[src/rtl/capture_seq_pkg.sv]
// Shared definitions for the capture sequencer: FSM state encoding and seq_mode values.
package capture_seq_pkg;

    typedef enum logic [2:0] {
        IDLE      = 3'd0,
        LATCH     = 3'd1,
        GAP       = 3'd2,
        ARM       = 3'd3,
        WAIT_ACK  = 3'd4,
        WAIT_DONE = 3'd5,
        NEXT      = 3'd6,
        FINISH    = 3'd7
    } seq_state_e;

    localparam logic SEQ_ALL = 1'b0;
    localparam logic SEQ_ONE = 1'b1;

endpackage

[src/rtl/capture_seq_prio_enc.sv]
// Lowest-set-bit priority encoder; picks the next pending channel in one-at-a-time mode.
module capture_seq_prio_enc #(
    parameter int N = 8
) (
    input  logic [N-1:0] req_i,
    output logic [4:0]   idx_o,
    output logic         valid_o
);

    // Scan from the top so the lowest set bit is the last one written.
    always_comb begin
        idx_o = 5'd0;
        for (int i = N - 1; i >= 0; i--) begin
            idx_o = req_i[i] ? 5'(i) : idx_o;
        end
        valid_o = |req_i;
    end

endmodule

[src/rtl/capture_sequencer.sv]
// Sequences arm strobes and tracks ack/done handshakes of N_CHAN capture channels.
// Optional CAPTURE_SEQ_REPEAT_EN adds repeat_count/rep_idx for multi-pass sequences.
module capture_sequencer
    import capture_seq_pkg::*;
#(
    parameter int N_CHAN   = 8,
    parameter int TO_W     = 24,
    parameter int ARM_HOLD = 4,
    parameter int ARM_GAP  = 3
) (
    input  logic              clk40,
    input  logic              rstb,
    input  logic              start,
    input  logic              abort,
    input  logic              seq_mode,
    input  logic [N_CHAN-1:0] chan_mask,
    input  logic [TO_W-1:0]   timeout_cycles,
    input  logic [N_CHAN-1:0] waiting_for_trig_in,
    input  logic [N_CHAN-1:0] writing_in,
`ifdef CAPTURE_SEQ_REPEAT_EN
    input  logic [7:0]        repeat_count,
    output logic [7:0]        rep_idx,
`endif
    output logic [N_CHAN-1:0] aquire_out,
    output logic              busy,
    output logic              done,
    output logic              error,
    output logic [N_CHAN-1:0] chan_done,
    output logic [N_CHAN-1:0] chan_timeout,
    output logic [4:0]        cur_chan
);

    localparam logic [N_CHAN-1:0] ZERO_C = {N_CHAN{1'b0}};

    seq_state_e        state_q, state_d;
    logic [N_CHAN-1:0] mask_q, pending_q, pending_d, acked_q, wr_seen_q;
    logic [N_CHAN-1:0] chan_done_q, chan_timeout_q, aquire_q, aquire_d;
    logic [N_CHAN-1:0] active_s, ack_now_s, fin_now_s, done_now_s, new_to_s;
    logic [TO_W-1:0]   to_q, cnt_q;
    logic [4:0]        cur_chan_q, cur_chan_d, enc_idx_s;
    logic              mode_q, busy_q, busy_d, done_q, done_d, error_q, error_d;
    logic              enc_valid_s, in_wait_s, to_hit_s, abort_hit_s, final_s;

`ifdef CAPTURE_SEQ_REPEAT_EN
    logic [7:0] rep_q, rcount_q;

    // Pass counter: cleared at start, advanced on every repeat from FINISH.
    always_ff @(posedge clk40 or negedge rstb) begin
        if (!rstb) begin
            rep_q    <= 8'd0;
            rcount_q <= 8'd0;
        end else if (state_q == IDLE && state_d == LATCH) begin
            rep_q    <= 8'd0;
            rcount_q <= repeat_count;
        end else if (state_q == FINISH && state_d == GAP) begin
            rep_q    <= rep_q + 8'd1;
        end else begin
            rep_q    <= rep_q;
        end
    end

    assign final_s = (chan_timeout_q != ZERO_C) || (mask_q == ZERO_C) || (rep_q >= rcount_q);
    assign rep_idx = rep_q;
`else
    assign final_s = 1'b1;
`endif

    // Mode 1 arms the single channel named by cur_chan; mode 0 arms everything still pending.
    assign active_s    = (mode_q == SEQ_ONE) ? (N_CHAN'(1'b1) << cur_chan_q) : pending_q;
    assign in_wait_s   = (state_q == WAIT_ACK) || (state_q == WAIT_DONE);
    assign ack_now_s   = acked_q | ((waiting_for_trig_in | writing_in) & active_s);
    assign fin_now_s   = in_wait_s ? (wr_seen_q & ~writing_in & active_s & ~chan_timeout_q) : ZERO_C;
    assign done_now_s  = chan_done_q | fin_now_s;
    assign to_hit_s    = in_wait_s && (to_q != {TO_W{1'b0}}) &&
                         (({1'b0, cnt_q} + (TO_W + 1)'(1'b1)) == {1'b0, to_q});
    assign new_to_s    = to_hit_s ? (active_s & ~chan_timeout_q &
                         ~((state_q == WAIT_ACK) ? ack_now_s : done_now_s)) : ZERO_C;
    assign abort_hit_s = abort && (state_q != IDLE) && !((state_q == FINISH) && final_s);

    capture_seq_prio_enc #(.N(N_CHAN)) u_prio_enc (
        .req_i   (pending_d),
        .idx_o   (enc_idx_s),
        .valid_o (enc_valid_s)
    );

    // State register.
    always_ff @(posedge clk40 or negedge rstb) begin
        if (!rstb) begin
            state_q <= IDLE;
        end else begin
            state_q <= state_d;
        end
    end

    // Next-state logic; abort overrides every active state.
    always_comb begin
        state_d = state_q;
        if (abort_hit_s) begin
            state_d = IDLE;
        end else begin
            case (state_q)
                IDLE:      state_d = (start && !abort) ? LATCH : IDLE;
                LATCH:     state_d = (mask_q == ZERO_C) ? FINISH : GAP;
                GAP:       state_d = (cnt_q == TO_W'(ARM_GAP - 1)) ? ARM : GAP;
                ARM:       state_d = (cnt_q == TO_W'(ARM_HOLD - 1)) ? WAIT_ACK : ARM;
                WAIT_ACK:  state_d = ((active_s & ~(ack_now_s | chan_timeout_q | new_to_s)) == ZERO_C)
                                     ? WAIT_DONE : WAIT_ACK;
                WAIT_DONE: state_d = ((active_s & ~(done_now_s | chan_timeout_q | new_to_s)) == ZERO_C)
                                     ? NEXT : WAIT_DONE;
                NEXT:      state_d = ((mode_q == SEQ_ONE) && ((pending_q & ~active_s) != ZERO_C))
                                     ? GAP : FINISH;
                FINISH:    state_d = final_s ? IDLE : GAP;
                default:   state_d = IDLE;
            endcase
        end
    end

    // Pending set: loaded at start and on each repeat, a finished channel drops out at NEXT.
    always_comb begin
        pending_d = pending_q;
        if (state_q == IDLE && state_d == LATCH) begin
            pending_d = chan_mask;
        end else if (state_q == FINISH && state_d == GAP) begin
            pending_d = mask_q;
        end else if (state_q == NEXT) begin
            pending_d = pending_q & ~active_s;
        end else begin
            pending_d = pending_q;
        end
    end

    // Output decode from the next state so every output is a plain register.
    always_comb begin
        aquire_d   = (state_d == ARM) ? (active_s & ~chan_timeout_q) : ZERO_C;
        busy_d     = (state_d != IDLE) && !((state_d == FINISH) && final_s);
        done_d     = (state_d == FINISH) && final_s && (chan_timeout_q == ZERO_C);
        error_d    = ((state_d == FINISH) && final_s && (chan_timeout_q != ZERO_C)) || abort_hit_s;
        cur_chan_d = 5'd0;
        if ((mode_q == SEQ_ONE) && enc_valid_s && (state_d != IDLE) &&
            (state_d != LATCH) && (state_d != FINISH)) begin
            cur_chan_d = enc_idx_s;
        end else begin
            cur_chan_d = 5'd0;
        end
    end

    // Latched configuration, per-channel handshake tracking and the phase counter.
    always_ff @(posedge clk40 or negedge rstb) begin
        if (!rstb) begin
            mask_q         <= ZERO_C;
            mode_q         <= SEQ_ALL;
            to_q           <= {TO_W{1'b0}};
            pending_q      <= ZERO_C;
            acked_q        <= ZERO_C;
            wr_seen_q      <= ZERO_C;
            chan_done_q    <= ZERO_C;
            chan_timeout_q <= ZERO_C;
            cnt_q          <= {TO_W{1'b0}};
        end else begin
            pending_q <= pending_d;
            if (state_q == IDLE && state_d == LATCH) begin
                mask_q         <= chan_mask;
                mode_q         <= seq_mode;
                to_q           <= timeout_cycles;
                chan_done_q    <= ZERO_C;
                chan_timeout_q <= ZERO_C;
            end else if (state_q == FINISH && state_d == GAP) begin
                chan_done_q    <= ZERO_C;
            end else begin
                chan_done_q    <= done_now_s;
                chan_timeout_q <= chan_timeout_q | new_to_s;
            end
            if (state_q == GAP) begin
                acked_q   <= ZERO_C;
                wr_seen_q <= ZERO_C;
            end else if (in_wait_s) begin
                acked_q   <= ack_now_s;
                wr_seen_q <= wr_seen_q | (writing_in & active_s);
            end else begin
                acked_q   <= acked_q;
                wr_seen_q <= wr_seen_q;
            end
            // Restart on every phase change, then saturate.
            if ((state_d != state_q) || (state_d == IDLE)) begin
                cnt_q <= {TO_W{1'b0}};
            end else if (cnt_q != {TO_W{1'b1}}) begin
                cnt_q <= cnt_q + TO_W'(1'b1);
            end else begin
                cnt_q <= cnt_q;
            end
        end
    end

    // Registered outputs.
    always_ff @(posedge clk40 or negedge rstb) begin
        if (!rstb) begin
            aquire_q   <= ZERO_C;
            busy_q     <= 1'b0;
            done_q     <= 1'b0;
            error_q    <= 1'b0;
            cur_chan_q <= 5'd0;
        end else begin
            aquire_q   <= aquire_d;
            busy_q     <= busy_d;
            done_q     <= done_d;
            error_q    <= error_d;
            cur_chan_q <= cur_chan_d;
        end
    end

    assign aquire_out   = aquire_q;
    assign busy         = busy_q;
    assign done         = done_q;
    assign error        = error_q;
    assign chan_done    = chan_done_q;
    assign chan_timeout = chan_timeout_q;
    assign cur_chan     = cur_chan_q;

endmodule

[config.mk]
export PLATFORM = sky130hd
export DESIGN_NAME = capture_sequencer
export DESIGN_NICKNAME = d
export VERILOG_FILES = /design/src/rtl/capture_seq_pkg.sv /design/src/rtl/capture_seq_prio_enc.sv /design/src/rtl/capture_sequencer.sv
export SDC_FILE = /design/constraint.sdc
export NUM_CORES = 1
export LEC_CHECK = 0
export ABC_AREA = 1
export BUFFER_PORTS_ARGS = -buffer_cell sky130_fd_sc_hd__buf_4
export CORE_MARGIN = 3
export CORE_UTILIZATION = 25
export DETAILED_ROUTE_END_ITERATION = 16
export PLACE_DENSITY_LB_ADDON = 0.08
export SLEW_MARGIN = 25
export SYNTH_ARGS = -nofsm -noshare
export SYNTH_HDL_FRONTEND = slang
export SYNTH_SLANG_ARGS = --single-unit
[constraint.sdc]
create_clock -name clk40 -period 2.95 [get_ports clk40]
set_input_delay 0 -clock clk40 [delete_from_list [all_inputs] [get_ports clk40]]
set_output_delay 0 -clock clk40 [all_outputs]
set_load 0.005 [all_outputs]
* After elaboration in Yosys (flattened, before gate mapping)
Cells that the tools add are included.
** Operators by class
- Equal/unequal tests :: 19
- Shifts and indexed selects :: 1
- Add/sub/neg operators :: 2
- Reductions and logical operators :: 35
- Mux-type cells :: 36
- Bitwise gates (word level) :: 25
** Operators with widths (number)
- two-way mux 8 bit :: 16
- AND 8 bit :: 10
- bitwise OR 8 bit :: 9
- equality test 24 x 2 -> 1 bit, second input constant :: 2
- two-way mux 24 bit :: 2
- inverter 8 bit :: 6
- two-way mux 5 bit :: 8
- logical NOT 8 bit :: 4
- adder 24 x 1 -> 25 bit, second input constant :: 1
- equality test 25 x 24 -> 1 bit :: 1
- adder 24 x 1 -> 24 bit, second input constant :: 1
- != test 24 bit, second input constant :: 1
- one-hot mux 3 bit (8 select lines) :: 1
- nonzero test 24 bit :: 1
- nonzero test 8 bit :: 2
- equality test 3 bit, second input constant :: 5
- logical AND 1 bit :: 15
- two-way mux 3 bit :: 5
- equality test 3 x 2 -> 1 bit, second input constant :: 4
- OR reduction 8 bit :: 1
- << shifter 1 x 5 -> 8 bit, first input constant :: 1
- equality test 3 x 1 -> 1 bit, second input constant :: 2
- logical NOT 3 bit :: 2
- nonzero test 3 bit :: 2
- 9 further kinds :: 16
** Word-level totals
- Register bits :: 116
- Logic and storage cells :: 133
- Input port bits :: 53
- Output and inout bits :: 32

* Depth between registers and ports, before layout
Gate-level depths: netlist of run 1.
- Depth in word-level cells :: 30
- Mapped depth :: 27
- Depth with buffers taken out :: 26

* Cells and area by module
Synthesis of run 1 repeated with hierarchy kept, for this count alone.
** Unflattened totals
- Cell total of the unflattened synthesis :: 1009
- Area total of the unflattened synthesis :: 7071.8 um^2
** By module, submodules not included
- capture_sequencer :: area each 6954.2 um^2, cells each 984, times used 1, sequential area each 2902.8 um^2
- capture_seq_prio_enc :: area each 117.6 um^2, cells each 25, times used 1, sequential area each 0.0 um^2

* Worst setup path before layout of run 1
Ideal clock, no wire load.
- Path type :: register -> register
- Start point :: reg cnt_q[0]
- End point :: reg cnt_q[21]
- Required time :: 2.882 ns
- Period minus slack after synthesis :: 2.911 ns
- Arrival time :: 2.843 ns
- Stages on the path, launching flop included :: 27
- Setup slack :: 0.039 ns
- Setup time :: 0.068 ns
- Buffers on the path :: 1
- Cells stage by stage :: dfrtp_1 -> ha_1 -> nand2_2 -> nor2_8 -> nand2_4 -> nor2_4 -> nand2_1 -> nand2_2 -> nand2_2 -> nand2_2 -> nand2_2 -> nor2_2 -> nand2_1 -> nor2_4 -> nand3_2 -> nand3_1 -> nand2_1 -> nor2_4 -> nand3_1 -> nand2_2 -> nand2_2 -> nand2_1 -> nand2_2 -> nor2_4 -> nand3_4 -> buf_12 -> nor2_4
** Between the ends
- Word-level cells in the longest chain between the ends :: 14
- Elaborated cells on any way between the ends :: 28
- Classes of those cells :: add/sub: 2; eq/ne: 5; mux: 9; bitwise: 6; reduce/logical: 6
** Ends and longest elaborated chain
- start, declared :: line capture_sequencer.sv:39 : logic [TO_W-1:0] to_q, cnt_q;
- start signal, assigned :: line capture_sequencer.sv:158 : cnt_q <= {TO_W{1'b0}};
- start signal, assigned :: line capture_sequencer.sv:185 : cnt_q <= {TO_W{1'b0}};
- start signal, assigned :: line capture_sequencer.sv:187 : cnt_q <= cnt_q + TO_W'(1'b1);
- adder 24 x 1 -> 25 bit :: line capture_sequencer.sv:75 : (({1'b0, cnt_q} + (TO_W + 1)'(1'b1)) == {1'b0, to_q});
- equality test 25 x 24 -> 1 bit :: line capture_sequencer.sv:75
- logical AND 1 bit :: line capture_sequencer.sv:74 : assign to_hit_s = in_wait_s && (to_q != {TO_W{1'b0}}) &&
- two-way mux 8 bit :: line capture_sequencer.sv:76 : assign new_to_s = to_hit_s ? (active_s & ~chan_timeout_q &
- bitwise OR 8 bit (on tied branches) :: line capture_sequencer.sv:108, capture_sequencer.sv:106
- inverter 8 bit (on tied branches) :: line capture_sequencer.sv:108, capture_sequencer.sv:106
- AND 8 bit (on tied branches) :: line capture_sequencer.sv:108, capture_sequencer.sv:106
- logical NOT 8 bit (on tied branches) :: line capture_sequencer.sv:108, capture_sequencer.sv:106
- two-way mux 2 bit or two-way mux 1 bit (tied branches) :: line capture_sequencer.sv:109, capture_sequencer.sv:107
- one-hot mux 3 bit (8 select lines) :: line capture_sequencer.sv:101 : case (state_q)
- two-way mux 3 bit :: line capture_sequencer.sv:98 : if (abort_hit_s) begin
- != test 3 bit or logical NOT 3 bit (tied branches) :: line capture_sequencer.sv:184 : if ((state_d != state_q) || (state_d == IDLE)) begin
- logical OR 1 bit :: line capture_sequencer.sv:184
- two-way mux 24 bit or nonzero test 2 bit (tied branches)
Several ways; a longest one is shown, not always the timed one. The select of a mux whose other input is x is not followed.
A chain may end at the register's enable or synchronous reset.

* Final worst setup path of run 1
- Start point :: reg cnt_q[1]
- End point :: reg cnt_q[17]
Same word-level chain as after synthesis.

==> results of run 1 <==
==> final timing paths <==
kind | startpoint | to | slack [ps] | cells after the start
worst min register to register | acked_q[2] | acked_q[2] | 490 | 2
worst min-delay path | waiting_for_trig_in[7] | acked_q[7] | 90 | 6
max in group asynchronous | rstb | to_q[17] | 2190 | 3
worst max register to register | cnt_q[1] | cnt_q[17] | -320 | 26
worst max-delay path | cnt_q[1] | cnt_q[17] | -320 | 26
min in group asynchronous | rstb | cnt_q[7] | 160 | 3
==> layout make-up <==
class	instances	area share, %
multi-input cells	698	35.1
flip-flops and latches	114	26.0
repair buffers	312	23.4
well taps	372	4.24
inverters	152	5.22
clock buffers	18	3.91
clock inverters	14	2.09
==> cells in the mapped netlist (all sizes together) (2+ instances only) <==
cell type,n
o31ai,3
dfrtp,114
a31oi,4
nand4,14
a31o,2
a21oi,23
nand3b,4
ha,2
o21bai,4
and3,2
nor2,159
nor3,14
a221oi,2
buf,7
nand3,97
o21a,2
a211oi,4
o211ai,2
nor4,3
inv,152
clkbuf,13
xor2,4
o21ai,72
nand2,274
==> logic make-up after synthesis <==
kind of cell / count (synthesis) / synth area share, %
simple gates: 569 / 38.9
buf+inv: 172 / 9.77
xor+xnor: 5 / 0.819
compound gates: 120 / 9.49
flops: 114 / 40.6
fa+ha+maj: 2 / 0.356
other cells: 1 / 0.0533
==> worst register-to-register path, delay by kind of cell, from the launching register on <==
| kind | cells | cell delay, ps |
|---|---|---|
| adder cells (fa/ha/maj) | 1 | 270 |
| flip-flops | 1 | 450 |
| AND/OR/NAND/NOR | 22 | 2040 |
| buffers and inverters | 3 | 450 |
==> through the flow <==
step	setup TNS, ps	worst slack (ps)	area [um^2]	instances
detailed placement	-15770	-443	9260	1578
floorplan	0	39.2	7030	984
finish	-10660	-316	11000	1680
global route	-23630	-653	11000	1680
global placement	-13980	-398	9260	1578
CTS	-13620	-396	10700	1668
==> power by group through the flow <==
stage	Clock [uW]	Combinational [uW]	Sequential [uW]
3_3_place_gp	0	3740	2220
2_1_floorplan	0	2100	2120
5_1_grt	2490	4460	2240
6_report	2380	4010	2190
4_1_cts	2440	3960	2190
3_5_place_dp	0	3710	2210
==> cells in the final DEF (no fill, tap or decap), types with 4 or more instances in the layout <==
cell type / instances
clkinv_4: 5
inv_1: 145
xor2_1: 4
nand3_2: 18
o21bai_1: 4
nand3_4: 4
nand4_1: 14
nor2_4: 44
o21ai_0: 66
nand2_4: 5
a21oi_1: 22
o21ai_2: 4
nor3_2: 4
nand3_1: 75
nand3b_1: 4
dfrtp_1: 111
nor3_1: 10
nand2_1: 228
buf_4: 250
nor2_1: 100
nand2_2: 41
buf_12: 6
nor2_2: 12
inv_2: 6
dlygate4sd3_1: 44
clkbuf_16: 17
a31oi_1: 4
bufinv_16: 5
buf_6: 12
a211oi_1: 4
==> registers in the layout, summed over array words and instances (netlist names) <==
name	count
chan_done	8
chan_timeout	8
done	1
busy	1
to_q	24
error	1
cnt_q	24
mode_q	1
acked_q	8
mask_q	8
pending_q	8
state_q	3
cur_chan	3
wr_seen_q	8
aquire_out	8
==> metal layers <==
| layer | wire length [um] | vias to the layer above | share of wire [%] | GRT usage, % |
|---|---|---|---|---|
| met4 | 304 | 0 | 1.3 | 4.39 |
| li1 | - | 3738 | - | - |
| met2 | 10800 | 124 | 45 | 25.3 |
| met1 | 12400 | 3430 | 51 | 23.9 |
| met3 | 696 | 19 | 2.9 | 2.61 |
| met5 | 0 | - | 0 | 0 |
==> what timing repair did <==
| item | CTS | global route |
|---|---|---|
| endpoints found under the setup margin | 40 | 41 |
| gates resized for setup | 61 | 52 |
| endpoints found under the hold margin | 165 | 0 |
| hold buffers | 44 | 0 |
| pin swaps | 24 | 40 |
| setup buffers | 14 | 12 |
==> impl_metrics.ini, run 1 <==
[grt]
gr-total-overflow = 0
antenna_found_initial = 0
grt_max_degree = 115
first_global_vias = 7298
grt_pass1_wl_mm = 39.4
grt_usage_pct = 16.4

[final_layout]
fillers = 2938
final_util_pct = 40.2
drive_gt1_share_pct = 34.3
multi_input_area_um2 = 3850
seqCellArea_um2 = 2860
nets = 1350
diodes = 0
area_delta_synth_final_pct = 56.1

[placed_design]
port_buffers = 82
gp_congestion = 0.854
dp.final_hpwl_mm = 18.4

[critical_path]
path_buf_inv = 3
cp_slowest_stage_delay_ps = 450
setup.worst_path.class = flip-flop to flip-flop
cp-end-kind = flip-flop
crit_top_cell = nand2_1
crit_family = simple AND/OR/NAND/NOR gates
start_kind = flip-flop
critPathSlowestCell = dfrtp_2
arrival_ps = 3630
required_ps = 3310
path_max_fanout = 8

[synthesis]
synth_edf_count = 0
syn_area_um2 = 7030
postSynthCellCount = 983
async_flop_share_pct = 100
synth_top_area_share_pct = 40.6
synth_flop_cell = dfrtp_1
synth.avg_cell_area_um2 = 7.15
yosysWarnings = 0
ys_types = 43
seq_area_frac_synth_pct = 40.6
ys_seq_elements = 114
synth_top_area_cell = dfrtp_1
netlist_top_cells_area = dfrtp_1, nand2_1, inv_1

[power_and_ir_drop]
ir_drop_mv = 0.427
p_int_uw = 5090
p_sw_uw = 3490
power_per_cell_area_nw_per_um2 = 782
power_frac_comb_pct = 46.7
netSwitchingFraction_pct = 40.7
leakagePower_uw = 0.00544
clkPwrFrac_pct = 27.7
power_frac_seq_pct = 25.6
finalPower_uw = 8580

[clock_tree]
cts_tree = built
cts_inserted_buffers = 17
clkLatencyLatePin_ps = 430
clkSlewWorstSetupHoldPaths_ps = 60
htreeDepth = 4
root_buffer = clkbuf_16
clock-sinks = 114
ctsLongestPathBuffers = 2

[sta]
setup_violations = 39
worst_pin_slew_ps = 743
relSlewSlack_pct = 50.5
fmax_ghz = 0.306
hold_slack_ps = 92.3
min_period_ps = 3270
skew_ps = 12.4
setup_ws_ps = -316
hold_viol_final = 0
rsz0062_at_grt = yes
finalMaxSlewViolations = 0
timing.final.crit_share_pct = 111

[route]
wl_mm = 24.3
ant_nets = 0
vias = 7311
initialDrtViolationCount = 413
vias_per_cell = 4.35
wl_per_cell_um = 14.5
dr.pass1.iters = 5
drc = 0

[floorplan]
core_um2 = 27300
row_count = 60
die_area_um2 = 30200
dieHeight_um = 174
die_x_um = 174
num_io_pins = 85
initial_utilization_pct = 25.7

[hold_path]
min_path_type = input pin to flip-flop

[status]
status = complete, but fails checks
violations = setup timing

[flow_run]
maxCapViolCount = 0
Power figures use the tool's default switching activity.
==> run 2, diff against run 1 <==
Settings changed: REMOVE_ABC_BUFFERS set to 1.
==> run 2 against run 1 <==
  * The flow still finishes with violations (setup timing)
  * Setup slack worse by 75 ps
  * Power shrank 4.1%
  * Global-route usage about the same
  * Final cell count shrank 0.65%
  * Design area fell by 2.3%
  * Count of clock-buffer cells in the layout is 2 higher
  * Via count fell by 3.1%
  * Combinational power increased by 4%
  * Clock power down 21%
  * Non-clock buffer count down 9
  * Largest power group unchanged
==> impl_metrics.ini, run 2 (synthesis gave the netlist of run 1 again) <==
[status]
status = complete, but fails checks
violations = setup timing

[power_and_ir_drop]
p_int_uw = 4760
ir_drop_mv = 0.401
power_frac_seq_pct = 26.5
power_frac_comb_pct = 50.7
power_per_cell_area_nw_per_um2 = 767
finalPower_uw = 8230
netSwitchingFraction_pct = 42.2
clkPwrFrac_pct = 22.8
p_sw_uw = 3470
leakagePower_uw = 0.00530

[hold_path]
min_path_cells = 6
hold_path_end = acked_q[7]
min_path_type = input pin to flip-flop
min_from = waiting_for_trig_in[7]

[final_layout]
largestRegisters = cnt_q x24, to_q x24
fillers = 2934
final_util_pct = 39.2
nets = 1341
diodes = 0
layout.cells.most_common = buf_4
drive_gt1_share_pct = 32.5
area_delta_synth_final_pct = 52.6
final_cell_mix = buf_4, nand2_1, inv_1, dfrtp_1, nor2_1

[route]
dr.pass1.iters = 4
wl_per_cell_um = 14.4
vias_per_cell = 4.25
initialDrtViolationCount = 389
vias = 7085
ant_nets = 0
drc = 0
wl_mm = 24.0

[sta]
rsz0062_at_grt = yes
setup_ws_ps = -391
fmax_ghz = 0.299
finalMaxSlewViolations = 0
skew_ps = 9.93
min_period_ps = 3340
timing.final.crit_share_pct = 113
worst_pin_slew_ps = 772
relSlewSlack_pct = 48.6
hold_viol_final = 0
setup_violations = 39

[flow_run]
maxCapViolCount = 0

[floorplan]
core_um2 = 27300
die_x_um = 174
row_count = 60
num_io_pins = 85
initial_utilization_pct = 25.7
die_area_um2 = 30200
dieHeight_um = 174

[critical_path]
reg2reg_to = cnt_q[1]
r2r_setup_slack_ps = -390
path_buf_inv = 3
cp-end-kind = flip-flop
start_kind = flip-flop
setup.worst_path.class = flip-flop to flip-flop
arrival_ps = 3680
rr_startpoint = cnt_q[1]
path_max_fanout = 6
critPathSlowestCell = dfrtp_2
crit_family = simple AND/OR/NAND/NOR gates
crit_top_cell = nand2_2
cp_slowest_stage_delay_ps = 440
required_ps = 3290
reg2reg_depth = 26

[grt]
antenna_found_initial = 0
first_global_vias = 7164
grt_max_degree = 54
grt_usage_pct = 16.4
gr-total-overflow = 0
grt_pass1_wl_mm = 39.0

[clock_tree]
cts_tree = built
clkLatencyLatePin_ps = 420
clkSlewWorstSetupHoldPaths_ps = 50
htreeDepth = 4
ctsLongestPathBuffers = 2
clock-sinks = 114
cts_inserted_buffers = 17
root_buffer = clkbuf_16

[placed_design]
dp.final_hpwl_mm = 18.4
port_buffers = 82
gp_congestion = 0.825
## run 2: changes by cell type in the layout (fill, tap and decap cells not counted), moves of 3 or more
cell	previous run	this run
clkinv_2	0	5
nor2_1	100	106
inv_2	6	3
clkinv_4	5	1
bufinv_16	5	0
nor2_4	44	37
nand3_4	4	7
nand2_2	41	35
buf_4	250	247
buf_6	12	3
nand3_2	18	14
nand2_1	228	233
## run 2: routing by layer
metal | up-vias | global-route usage [%] | wire length [um]
met5 | - | 0 | 0
met4 | 0 | 4.32 | 283
met3 | 21 | 2.52 | 671
met2 | 102 | 25.3 | 10600
met1 | 3233 | 23.9 | 12500
li1 | 3729 | - | -
## run 2: layout make-up
type	instances	area (um^2)	share of cell area, %
clock buffers	20	457	4.26
repair buffers	303	2500	23.3
well taps	372	465	4.34
inverters	152	576	5.37
flip-flops and latches	114	2860	26.6
clock inverters	10	63.8	0.595
multi-input cells	698	3810	35.5
## run 2: what timing repair did
item                                    4_1_cts  5_1_grt
pin swaps                                    26       23
buffers inserted                             14        2
endpoints found under the setup margin       40       40
resized for setup                            48       40
cloned                                        2        0
hold endpoints to repair                    103        0
hold buffers                                 45        0
## run 2: worst max-delay path by stage
stage,from,endpoint,cells past startpoint
after CTS,cnt_q[0],cnt_q[8],28
after floorplan,cnt_q[0],cnt_q[0],24
after global routing,cnt_q[1],cnt_q[1],27
after detailed placement,cnt_q[0],cnt_q[1],26
after global placement,cnt_q[0],cnt_q[0],26
final,cnt_q[1],cnt_q[1],26
## run 2: worst register-to-register path, delay by kind of cell, from the launching register on
kind | cells | cell delay [ps]
adder cells (fa/ha/maj) | 1 | 260
buffers and inverters | 3 | 450
flip-flops | 1 | 440
AND/OR/NAND/NOR | 22 | 2130
## run 2: per-stage QoR
step	hold WS [ps]	cells	setup TNS, ps	cell area [um^2]	setup WS (ps)
6_report	39.7	1669	-12900	10700	-391
2_1_floorplan	-296	964	-8460	6920	-357
5_1_grt	76.1	1669	-24220	10700	-685
3_3_place_gp	127	1578	-15740	9250	-450
3_5_place_dp	121	1578	-16320	9250	-485
4_1_cts	30.7	1669	-15150	10600	-487
## run 2: power by group through the flow
stage	Sequential [uW]	Combinational, uW	Clock (uW)
6_report	2180	4170	1870
5_1_grt	2230	4660	2000
4_1_cts	2170	4200	1920
3_5_place_dp	2190	3650	0
3_3_place_gp	2200	3690	0
2_1_floorplan	2130	1960	0
==> run 3, diff against run 2 <==
Clock period 2.95 ns to 3.3 ns, I/O delays scaled along.
==> run 3 against run 2 <==
  * The flow still finishes with violations (setup timing)
  * Sequential power down 9%
  * Register-to-register slack improved by 330 ps
  * Setup slack gained 330 ps
  * Clock power rose by 8%
  * Core utilization fell by 3.1 points
  * Sequential cell count did not move
  * Critical path depth is the same
  * Design area is 7.9% lower
  * Highest routed layer unchanged
  * Die area is the same
  * Critical path type unchanged
==> impl_metrics.ini, run 3 (synthesis gave the netlist of run 1 again) <==
[status]
status = complete, but fails checks
violations = setup timing

[critical_path]
cp_slowest_stage_delay_ps = 420
critPathSlowestCell = dfrtp_2
arrival_ps = 3710
start_kind = flip-flop
crit_top_cell = nand2_2
reg2reg_to = cnt_q[12]
reg2reg_depth = 26
required_ps = 3650
r2r_setup_slack_ps = -60
path_max_fanout = 12
rr_startpoint = cnt_q[1]
setup.worst_path.class = flip-flop to flip-flop
cp-end-kind = flip-flop

[grt]
grt_usage_pct = 16.0
grt_max_degree = 63
antenna_found_initial = 0
gr-total-overflow = 0
first_global_vias = 6962
grt_pass1_wl_mm = 38.2

[placed_design]
gp_congestion = 0.813
placed_area_um2 = 8450
dp.final_hpwl_mm = 17.8
port_buffers = 82

[clock_tree]
clock-sinks = 114
root_buffer = clkbuf_16
cts_tree = built
clkSlewWorstSetupHoldPaths_ps = 60
clkLatencyLatePin_ps = 420
ctsLongestPathBuffers = 2
cts_inserted_buffers = 17
htreeDepth = 4

[sta]
min_period_ps = 3360
timing.final.crit_share_pct = 102
setup_violations = 23
setup_ws_ps = -57.0
hold_viol_final = 0
fmax_ghz = 0.298
relSlewSlack_pct = 41.1
finalMaxSlewViolations = 0
worst_pin_slew_ps = 884
rsz0062_at_grt = yes
skew_ps = 12.9

[final_layout]
nets = 1232
drive_gt1_share_pct = 24.8
largestRegisters = cnt_q x24, to_q x24
diodes = 0
layout.cells.most_common = nand2_1
final_cell_mix = nand2_1, inv_1, buf_4, nor2_1, dfrtp_1
area_delta_synth_final_pct = 40.5
fin_area_um2 = 9880

[power_and_ir_drop]
clkPwrFrac_pct = 28.3
power_per_cell_area_nw_per_um2 = 721
power_frac_seq_pct = 27.9
p_sw_uw = 2960
finalPower_uw = 7130
power_frac_comb_pct = 43.9
leakagePower_uw = 0.00482
netSwitchingFraction_pct = 41.5
p_int_uw = 4170
ir_drop_mv = 0.389

[hold_path]
min_from = waiting_for_trig_in[7]
min_path_type = input pin to flip-flop
min_path_cells = 6
hold_path_end = acked_q[7]

[flow_run]
maxCapViolCount = 0

[route]
wl_mm = 23.7
dr.pass1.iters = 5
ant_nets = 0
vias = 6824
initialDrtViolationCount = 382
vias_per_cell = 4.37
drc = 0
wl_per_cell_um = 15.2

[floorplan]
dieHeight_um = 174
die_x_um = 174
initial_utilization_pct = 25.7
row_count = 60
core_um2 = 27300
die_area_um2 = 30200
num_io_pins = 85
[run 3: changes by cell type in the layout (fill, tap and decap cells not counted), moves of 3 or more]
cell       change
buf_12         -4
buf_4        -105
bufinv_16      +4
nand2_1        +3
nand3_4        -3
nor2_1         +7
nor2_2         -4
nor2_4         -3
nor3_1         +4
nor3_2         -4
o21ai_2        -3
[run 3: cell type report]
class / count / area [um^2]
fill: 3001 / 17400
multi-input combinational: 698 / 3710
sequential: 114 / 2860
timing repair buffer: 194 / 1640
inverter: 152 / 576
tap: 372 / 465
clock buffer: 19 / 443
clock inverter: 13 / 184
[run 3: worst max-delay path by stage]
stage              from  slack (ps)        end  cells past startpoint
2_1_floorplan  cnt_q[0]          -7   cnt_q[0]                     24
3_3_place_gp   cnt_q[0]        -0.6   cnt_q[0]                     26
3_5_place_dp   cnt_q[0]         -80  cnt_q[15]                     26
4_1_cts        cnt_q[0]         -30   cnt_q[1]                     23
5_1_grt        cnt_q[1]        -280  cnt_q[16]                     26
6_report       cnt_q[1]         -60  cnt_q[12]                     26
[run 3: through the flow]
step / instances / worst slack (ps) / util, % / TNS, ps / hold slack, ps
after detailed placement: 1471 / -79.0 / 30.9 / -1540 / 181
after global routing: 1562 / -281 / 36.1 / -8980 / 82.1
after CTS: 1551 / -25.7 / 35.0 / -251 / 18.5
final: 1562 / -57.0 / 36.1 / -849 / 31.8
after global placement: 1471 / -0.647 / 30.9 / -0.647 / 187
after floorplan: 964 / -7.16 / - / -28.6 / -296
[run 3: layer usage]
metal	vias to the layer above	share of wire [%]	GRT usage, %	routed length (um)
met5	-	0	0	0
met4	0	1.4	4.16	327
met3	21	2.7	2.23	640
met2	98	45	25.1	10600
met1	3211	51	23.1	12100
li1	3494	-	-	-
[run 3: power by group through the flow]
stage	logic [uW]	clock network (uW)	registers [uW]
after CTS	2940	2070	1970
final	3120	2020	1990
after floorplan	1750	0	1910
after global routing	3560	2130	2030
after detailed placement	2870	0	1990
after global placement	2880	0	2000
[run 3: what timing repair did]
item | CTS | global route
resized for setup | 6 | 53
pin swaps | 1 | 25
hold endpoints to repair | 115 | 0
setup endpoints to repair | 34 | 38
hold buffers | 46 | 0
buffers inserted | 2 | 10
gates cloned | 0 | 1
[run 3: worst max-delay path: cells and delay by family (launching register included)]
| family | cells | cell delay [ps] |
|---|---|---|
| AND/OR/NAND/NOR | 23 | 2430 |
| flip-flops | 1 | 420 |
| buffers and inverters | 3 | 420 |
